$ cat src/rtl/acq_block_sequencer.sv
// acq_block_sequencer: gates sample writes into the transfer FIFO, squares the capture tail to a pipe block and throttles pipe-out per block.
// Latency: start -> fifo_flush next cycle, capture at the earliest two cycles after start; fifo_wr_en is zero-latency from state/src_valid/fifo_full.
// Backpressure: writes stall on fifo_full (capture samples dropped, overflow flagged); ep_ready only when a whole block is buffered and no block is mid-read.
//
// Ports:
//   clock, reset         single clock, synchronous active-high reset
//   start, abort         capture request / cancel (abort wins over start)
//   sample_count         samples per capture, 0 = free-run until abort
//   src_valid            sample source handshake; src_enable runs the source
//   fifo_full/level      transfer FIFO status; fifo_wr_en/pad_sel/fifo_flush control it
//   ep_read, ep_ready    pipe-out pop strobe and block-available flag
//   busy, done           activity / sticky completion
//   overflow, underrun   sticky error flags
//   words_written        data + pad words written in this capture (saturating)
//   blocks_read          completed blocks popped by the pipe (wrapping)
//
// Build option ACQ_SEQ_PAD_EN:
//   defined   - a PAD state tops the capture up with zero words to a block boundary.
//   undefined - no PAD; the trailing partial block is discarded with a FIFO flush.

module acq_block_sequencer #(
    parameter int BLOCK_WORDS = 256,
    parameter int FIFO_DEPTH  = 1024,
    parameter int LVL_W       = 11
) (
    input  logic             clock,
    input  logic             reset,
    input  logic             start,
    input  logic             abort,
    input  logic [15:0]      sample_count,
    input  logic             src_valid,
    input  logic             fifo_full,
    input  logic [LVL_W-1:0] fifo_level,
    input  logic             ep_read,
    output logic             src_enable,
    output logic             fifo_wr_en,
    output logic             pad_sel,
    output logic             fifo_flush,
    output logic             ep_ready,
    output logic             busy,
    output logic             done,
    output logic             overflow,
    output logic             underrun,
    output logic [15:0]      words_written,
    output logic [15:0]      blocks_read
);

    localparam int                 CNT_W     = $clog2(BLOCK_WORDS);
    localparam logic [LVL_W-1:0]   BLK_LVL   = LVL_W'(BLOCK_WORDS);
    localparam logic [LVL_W-1:0]   DEPTH_LVL = LVL_W'(FIFO_DEPTH);
    localparam logic [CNT_W-1:0]   CNT_LAST  = CNT_W'(BLOCK_WORDS - 1);

`ifdef ACQ_SEQ_PAD_EN
    typedef enum logic [2:0] {
        ST_IDLE    = 3'd0,
        ST_ARM     = 3'd1,
        ST_CAPTURE = 3'd2,
        ST_PAD     = 3'd3,
        ST_DRAIN   = 3'd4,
        ST_DONE    = 3'd5
    } state_t;
`else
    typedef enum logic [2:0] {
        ST_IDLE    = 3'd0,
        ST_ARM     = 3'd1,
        ST_CAPTURE = 3'd2,
        ST_DRAIN   = 3'd4,
        ST_DONE    = 3'd5
    } state_t;
`endif

    state_t            state_q, state_d;
    logic [15:0]       target_q, target_d;
    logic [15:0]       words_written_q, words_written_d;
    logic [CNT_W-1:0]  blk_rd_cnt_q, blk_rd_cnt_d;
    logic [15:0]       blocks_read_q, blocks_read_d;
    logic              done_q, done_d;
    logic              overflow_q, overflow_d;
    logic              underrun_q, underrun_d;
    logic              src_enable_q, src_enable_d;
    logic              fifo_flush_q, fifo_flush_d;
    logic              ep_ready_q, ep_ready_d;
    logic              busy_q, busy_d;
`ifdef ACQ_SEQ_PAD_EN
    logic              pad_sel_q, pad_sel_d;
`endif

    logic              full_eff;
    logic              start_acc;
    logic [15:0]       ww_inc;
    logic              rd_pop;
    logic [LVL_W-1:0]  level_after;

    // A level at depth is treated as full too, so a late fifo_full never lets a write through.
    assign full_eff  = fifo_full | (fifo_level >= DEPTH_LVL);
    // Start is only taken from a resting state and never on the same cycle as abort.
    assign start_acc = start & ~abort & ((state_q == ST_IDLE) | (state_q == ST_DONE));
    // Saturating count: free-run captures can exceed 16 bits.
    assign ww_inc    = (words_written_q == 16'hFFFF) ? words_written_q : words_written_q + 16'd1;

    // Write strobe is decoded straight from the registered state so the source sees zero latency.
    always_comb begin
        fifo_wr_en = 1'b0;
        case (state_q)
            ST_CAPTURE: fifo_wr_en = src_valid & ~full_eff;
`ifdef ACQ_SEQ_PAD_EN
            ST_PAD:     fifo_wr_en = ~full_eff;
`endif
            default:    fifo_wr_en = 1'b0;
        endcase
    end

    always_comb begin
        state_d         = state_q;
        target_d        = target_q;
        words_written_d = words_written_q;
        blk_rd_cnt_d    = blk_rd_cnt_q;
        blocks_read_d   = blocks_read_q;
        done_d          = done_q;
        overflow_d      = overflow_q;
        underrun_d      = underrun_q;
        fifo_flush_d    = 1'b0;

        if (fifo_wr_en) begin
            words_written_d = ww_inc;
        end

        if ((state_q == ST_CAPTURE) && src_valid && full_eff) begin
            overflow_d = 1'b1;
        end

        // Block tracking runs in every state; an empty-FIFO pop is flagged but still counted
        // so the pipe and this counter stay in step.
        if (ep_read) begin
            if (blk_rd_cnt_q == CNT_LAST) begin
                blk_rd_cnt_d  = '0;
                blocks_read_d = blocks_read_q + 16'd1;
            end else begin
                blk_rd_cnt_d  = blk_rd_cnt_q + CNT_W'(1);
            end
            if (fifo_level == '0) begin
                underrun_d = 1'b1;
            end
        end

        case (state_q)
            ST_IDLE, ST_DONE: begin
                if (start_acc) begin
                    target_d        = sample_count;
                    done_d          = 1'b0;
                    overflow_d      = 1'b0;
                    underrun_d      = 1'b0;
                    words_written_d = '0;
                    blk_rd_cnt_d    = '0;
                    fifo_flush_d    = 1'b1;
                    state_d         = ST_ARM;
                end
            end

            // The flush cycle may already see an empty FIFO; otherwise wait for the
            // cleared level to come back before enabling the source.
            ST_ARM: begin
                if (fifo_level == '0) begin
                    state_d = ST_CAPTURE;
                end
            end

            ST_CAPTURE: begin
                if (fifo_wr_en && (target_q != '0) && (ww_inc == target_q)) begin
`ifdef ACQ_SEQ_PAD_EN
                    // Already block-aligned: nothing to pad.
                    state_d = (ww_inc[CNT_W-1:0] == '0) ? ST_DRAIN : ST_PAD;
`else
                    state_d = ST_DRAIN;
`endif
                end
            end

`ifdef ACQ_SEQ_PAD_EN
            ST_PAD: begin
                if (fifo_wr_en && (ww_inc[CNT_W-1:0] == '0)) begin
                    state_d = ST_DRAIN;
                end
            end

            ST_DRAIN: begin
                if ((fifo_level == '0) && (blk_rd_cnt_q == '0)) begin
                    state_d = ST_DONE;
                    done_d  = 1'b1;
                end
            end
`else
            // Whatever is left below a block can never be piped out; drop it with the flush.
            ST_DRAIN: begin
                if ((fifo_level < BLK_LVL) && (blk_rd_cnt_q == '0)) begin
                    state_d      = ST_DONE;
                    done_d       = 1'b1;
                    fifo_flush_d = 1'b1;
                end
            end
`endif

            default: state_d = ST_IDLE;
        endcase

        // Abort overrides everything above except the accounting of writes and reads
        // that physically happened this cycle.
        if (abort) begin
            state_d      = ST_IDLE;
            fifo_flush_d = 1'b1;
            blk_rd_cnt_d = '0;
            done_d       = done_q;
        end
    end

    // Registered status outputs follow the next state so they line up with it.
    always_comb begin
        rd_pop       = ep_read & (fifo_level != '0);
        // Account for this cycle's pop: a block that just finished must not re-advertise
        // a full block from the stale pre-pop level.
        level_after  = fifo_level - {{(LVL_W-1){1'b0}}, rd_pop};
        src_enable_d = (state_d == ST_CAPTURE);
        busy_d       = (state_d != ST_IDLE) & (state_d != ST_DONE);
        // Around a flush the incoming level is stale, so hold ep_ready low then.
        ep_ready_d   = (state_d != ST_ARM) & ~fifo_flush_d & ~fifo_flush_q &
                       (level_after >= BLK_LVL) & (blk_rd_cnt_d == '0);
`ifdef ACQ_SEQ_PAD_EN
        pad_sel_d    = (state_d == ST_PAD);
`endif
    end

    always_ff @(posedge clock) begin
        if (reset) begin
            state_q         <= ST_IDLE;
            target_q        <= '0;
            words_written_q <= '0;
            blk_rd_cnt_q    <= '0;
            blocks_read_q   <= '0;
            done_q          <= 1'b0;
            overflow_q      <= 1'b0;
            underrun_q      <= 1'b0;
            src_enable_q    <= 1'b0;
            fifo_flush_q    <= 1'b0;
            ep_ready_q      <= 1'b0;
            busy_q          <= 1'b0;
`ifdef ACQ_SEQ_PAD_EN
            pad_sel_q       <= 1'b0;
`endif
        end else begin
            state_q         <= state_d;
            target_q        <= target_d;
            words_written_q <= words_written_d;
            blk_rd_cnt_q    <= blk_rd_cnt_d;
            blocks_read_q   <= blocks_read_d;
            done_q          <= done_d;
            overflow_q      <= overflow_d;
            underrun_q      <= underrun_d;
            src_enable_q    <= src_enable_d;
            fifo_flush_q    <= fifo_flush_d;
            ep_ready_q      <= ep_ready_d;
            busy_q          <= busy_d;
`ifdef ACQ_SEQ_PAD_EN
            pad_sel_q       <= pad_sel_d;
`endif
        end
    end

    assign src_enable    = src_enable_q;
    assign fifo_flush    = fifo_flush_q;
    assign ep_ready      = ep_ready_q;
    assign busy          = busy_q;
    assign done          = done_q;
    assign overflow      = overflow_q;
    assign underrun      = underrun_q;
    assign words_written = words_written_q;
    assign blocks_read   = blocks_read_q;
`ifdef ACQ_SEQ_PAD_EN
    assign pad_sel       = pad_sel_q;
`else
    assign pad_sel       = 1'b0;
`endif

endmodule

$ cat config.mk
export PLATFORM = sky130hd
export DESIGN_NAME = acq_block_sequencer
export DESIGN_NICKNAME = d
export VERILOG_FILES = /design/src/rtl/acq_block_sequencer.sv
export SDC_FILE = /design/constraint.sdc
export NUM_CORES = 1
export LEC_CHECK = 0
export BUFFER_PORTS_ARGS = -buffer_cell sky130_fd_sc_hd__buf_2
export CORE_MARGIN = 10
export CORE_UTILIZATION = 50
export DETAILED_ROUTE_END_ITERATION = 12
export GPL_ROUTABILITY_DRIVEN = 0
export PLACE_DENSITY = 0.74
export SYNTH_ARGS = -nofsm -noshare
export SYNTH_HDL_FRONTEND = slang
export SYNTH_SLANG_ARGS = --single-unit
$ cat constraint.sdc
create_clock -name clock -period 3.8 [get_ports clock]
set_input_delay 0.76 -clock clock [delete_from_list [all_inputs] [get_ports clock]]
set_output_delay 0.76 -clock clock [all_outputs]
set_load 0.01 [all_outputs]
==> results.md <==
- GRT Total Usage: 0.168
- CTS tree: done
- Peak supply drop: 0.000213 V
- CTS Buf Count: 9
- Worst reg2reg endpoint: state_q[1]
- Die area: 0.0111 sq mm
- H-tree level count: 3
- # hold bufs at CTS: 0
- Cell chosen for the clock root: clkbuf_8
- Primary FF master, synth: dfxtp_1
- TNS Setup: 0 ps
- Largest family of logic cells by synthesized area: simple AND/OR/NAND/NOR gates
- Worst-margin pin slew: 831 ps
- Register bit total from synthesis: 66
- Critical path buffers and inverters: 0
- Max Slew Vio Count: 0
- Net Count, Synth: 502
- Number of global-route vias before repair: 3430
- Unrepaired setup endpoints after global routing: false
- Die Y: 105 um
- Chip Width: 105 um
- Worst Skew: 8.29 ps
- CP Depth: 7
- Final worst path period share: 0.859
- Post-CTS Setup Inserts: 0
- Top-Level Pins: 75
- Core Region: 0.00691 sq mm
- Worst reg-to-reg setup slack: 540 ps
- Simple-Gate Fraction of Synth Area: 0.322
- Initial DRC count: 220
- Vias per cell: 5.64
- Average wire per standard cell: 15.3 um
- Worst setup path end: state_q[1]
- Gr ovfl total: 0
- Outcome: finished, final reports clean
- Max incr delay on CP: 520 ps
- Clk sinks: 66
- N_diodes: 0
- Hold Vio Cnt, Final: 0
- MaxCap Viol Count: 0
- Mux contribution to synthesized area: 0.0193
- Routed WL: 9540 um
- Crit-path leading delay family: simple AND/OR/NAND/NOR gates
- Routed Antenna Nets: 0
- Crit path top cell by count: or4_1
- Syn_area_per_cell: 7.83 sq um
- Startpoint types: flip-flop
- Sequential area share after synthesis: 0.365
- Critical Path AT: 3490 ps
- Synth Area in XOR/XNOR: 0.114
- Post-synthesis compound-gate area fraction: 0.124
- DRC: 0
- Crit path max-delay cell type: or4_1
- Yosys warning count: 0
- First-pass GRT wire length: 15800 um
- WP data required: 4030 ps
- Clock Tree Buf Depth: 2
- Worst-case reg-to-reg path depth: 7
- Largest net degree at the start of global routing: 42
- Nets: 562
- Worst slew margin: 0.441
- Clk_lat worst skew: 330 ps
- PwrDens: 360 mW/mm^2
- Worst-path clk slew: 70 ps
- Port buffer count: 73
- Worst setup margin: 537 ps
- Synthesis-to-layout area growth: 17.8%
- Cts repair resizes: 0
- Initial Util: 0.525
- Critical path class: reg2reg
- Minimum clock period: 3260 ps
- Detail Placement HPWL: 7180 um
- Reg-to-Reg Start: words_written[4]
- Fraction of layout cells with a size suffix above 1: 0.182
- Largest fanout on the critical path: 11
- Initial antenna violation count: 0
- Worst min-delay path category: reg2reg
- Critical Path Sink Type: flip-flop
- Final setup fails: 0
- DP Worst Slack: 553 ps
- CP cell instances: nand4_1 > nor4_4 > mux2i_1 > or4_1 > or4_1 > a2111o_1 > o2bb2ai_1
- Total number of vias: 3522
- Leak Pwr: 1.64 nW
- Rows: 30
- Mapped Area: 0.00362 sq mm
- Async set-or-reset flop fraction in the synthesized netlist: 0
- Cell variety after synth: 54
- Max Fclk: 0.306 GHz
- Crit. Startpoint: words_written[4]
- First-pass DRT Iterations: 4
- Post-Syn Instances: 463
- EDFF count, synth: 0
- Synth Area in Adders: 0.0173
==> where the power goes <==
group | switching, mW | total [mW] | internal, mW | leakage (nW)
sequential | 0.0130 | 0.714 | 0.701 | 0.534
clock | 0.276 | 0.730 | 0.455 | 0.119
combinational | 0.0531 | 0.0921 | 0.0389 | 0.992
total | 0.342 | 1.54 | 1.20 | 1.64
==> logic make-up after synthesis <==
kind of cell               after synthesis
AOI/OAI and AO/OA                       71
xor gates and xnor gates                47
adders and majority gates                5
buffers and inverters                   34
DFF                                     66
muxes                                    7
other                                    1
and+or+nand+nor                        232
==> sequential cells by signal (all words and copies together), names as in the netlist, 3 cells and up <==
signal,count
state_q,3
target_q,16
blocks_read,16
words_written,16
blk_rd_cnt_q,8
==> cells in the mapped netlist (6+ instances only) <==
| master | instances | share of area |
|---|---|---|
| nor2b_1 | 7 | 0.012 |
| nand3_1 | 10 | 0.014 |
| nor4_1 | 9 | 0.016 |
| mux2i_1 | 7 | 0.019 |
| nor2_1 | 56 | 0.058 |
| and3_1 | 8 | 0.014 |
| or4_1 | 6 | 0.012 |
| nand2_1 | 65 | 0.067 |
| nand2b_1 | 6 | 0.010 |
| nor3_1 | 19 | 0.026 |
| xor2_1 | 22 | 0.053 |
| clkbuf_1 | 20 | 0.021 |
| dfxtp_1 | 66 | 0.36 |
| or3_1 | 6 | 0.010 |
| nand4_1 | 17 | 0.029 |
| a21oi_1 | 33 | 0.046 |
| o21ai_0 | 8 | 0.011 |
| inv_1 | 7 | 0.0073 |
| xnor2_1 | 25 | 0.060 |
==> worst reg2reg max path, stage by stage (launching register included) <==
cell	delay, ps
dfxtp_1	470
nand4_1	430
nor4_4	500
mux2i_1	130
or4_1	520
or4_1	520
a2111o_1	440
o2bb2ai_1	140
==> cell type report <==
type                       instances  area, sq um
sequential                        66         1320
clock buffer                      10          138
multi-input combinational        363         2160
timing repair buffer              75          380
fill                             652         2640
inverter                           8         30.0
tap                               96          120
clock inverter                     6          114
==> per-stage QoR <==
stage / cell area (sq um) / std cells / hold slack [ps] / utilization / power [mW]
2_1_floorplan: 3620 / 463 / 461 / - / 0.786
3_3_place_gp: 4020 / 608 / 453 / 0.582 / 0.821
3_5_place_dp: 4020 / 608 / 462 / 0.582 / 0.822
4_1_cts: 4270 / 624 / 479 / 0.618 / 1.55
5_1_grt: 4270 / 624 / 519 / 0.618 / 1.59
6_report: 4270 / 624 / 473 / 0.618 / 1.54
==> worst min path at each step <==
stage	from	to	slack [ps]	depth (start not counted)
6_report	overflow	overflow	470	2
2_1_floorplan	target_q[5]	target_q[5]	460	2
5_1_grt	target_q[6]	target_q[6]	520	2
4_1_cts	overflow	overflow	480	2
3_5_place_dp	overflow	overflow	460	2
3_3_place_gp	overflow	overflow	450	2
==> cells in the final DEF, fill, tap and decap left out, drive strengths merged, types with 3 or more instances in the layout <==
| cell | instances |
|---|---|
| inv | 7 |
| or4 | 6 |
| a311oi | 3 |
| xor2 | 22 |
| mux2i | 7 |
| or2 | 4 |
| a21oi | 33 |
| buf | 75 |
| dfxtp | 66 |
| nand2 | 65 |
| nor4 | 10 |
| bufinv | 3 |
| nand3 | 11 |
| nor3b | 5 |
| or3 | 6 |
| o211ai | 3 |
| and3 | 8 |
| and2 | 4 |
| a31oi | 3 |
| xnor2 | 25 |
| a21o | 3 |
| nor2b | 7 |
| nor2 | 56 |
| a211oi | 3 |
| clkbuf | 10 |
| nand2b | 6 |
| o21ai | 8 |
| ha | 5 |
| nor3 | 19 |
| nand4 | 17 |
==> layer usage <==
metal,wire length (um),up-vias,GRT usage
met5,0,-,0
met4,192,0,0.0784
met3,727,17,0.0461
met1,4110,1624,0.205
met2,4510,127,0.270
li1,-,1754,-
(Power assumes the default switching activity.)
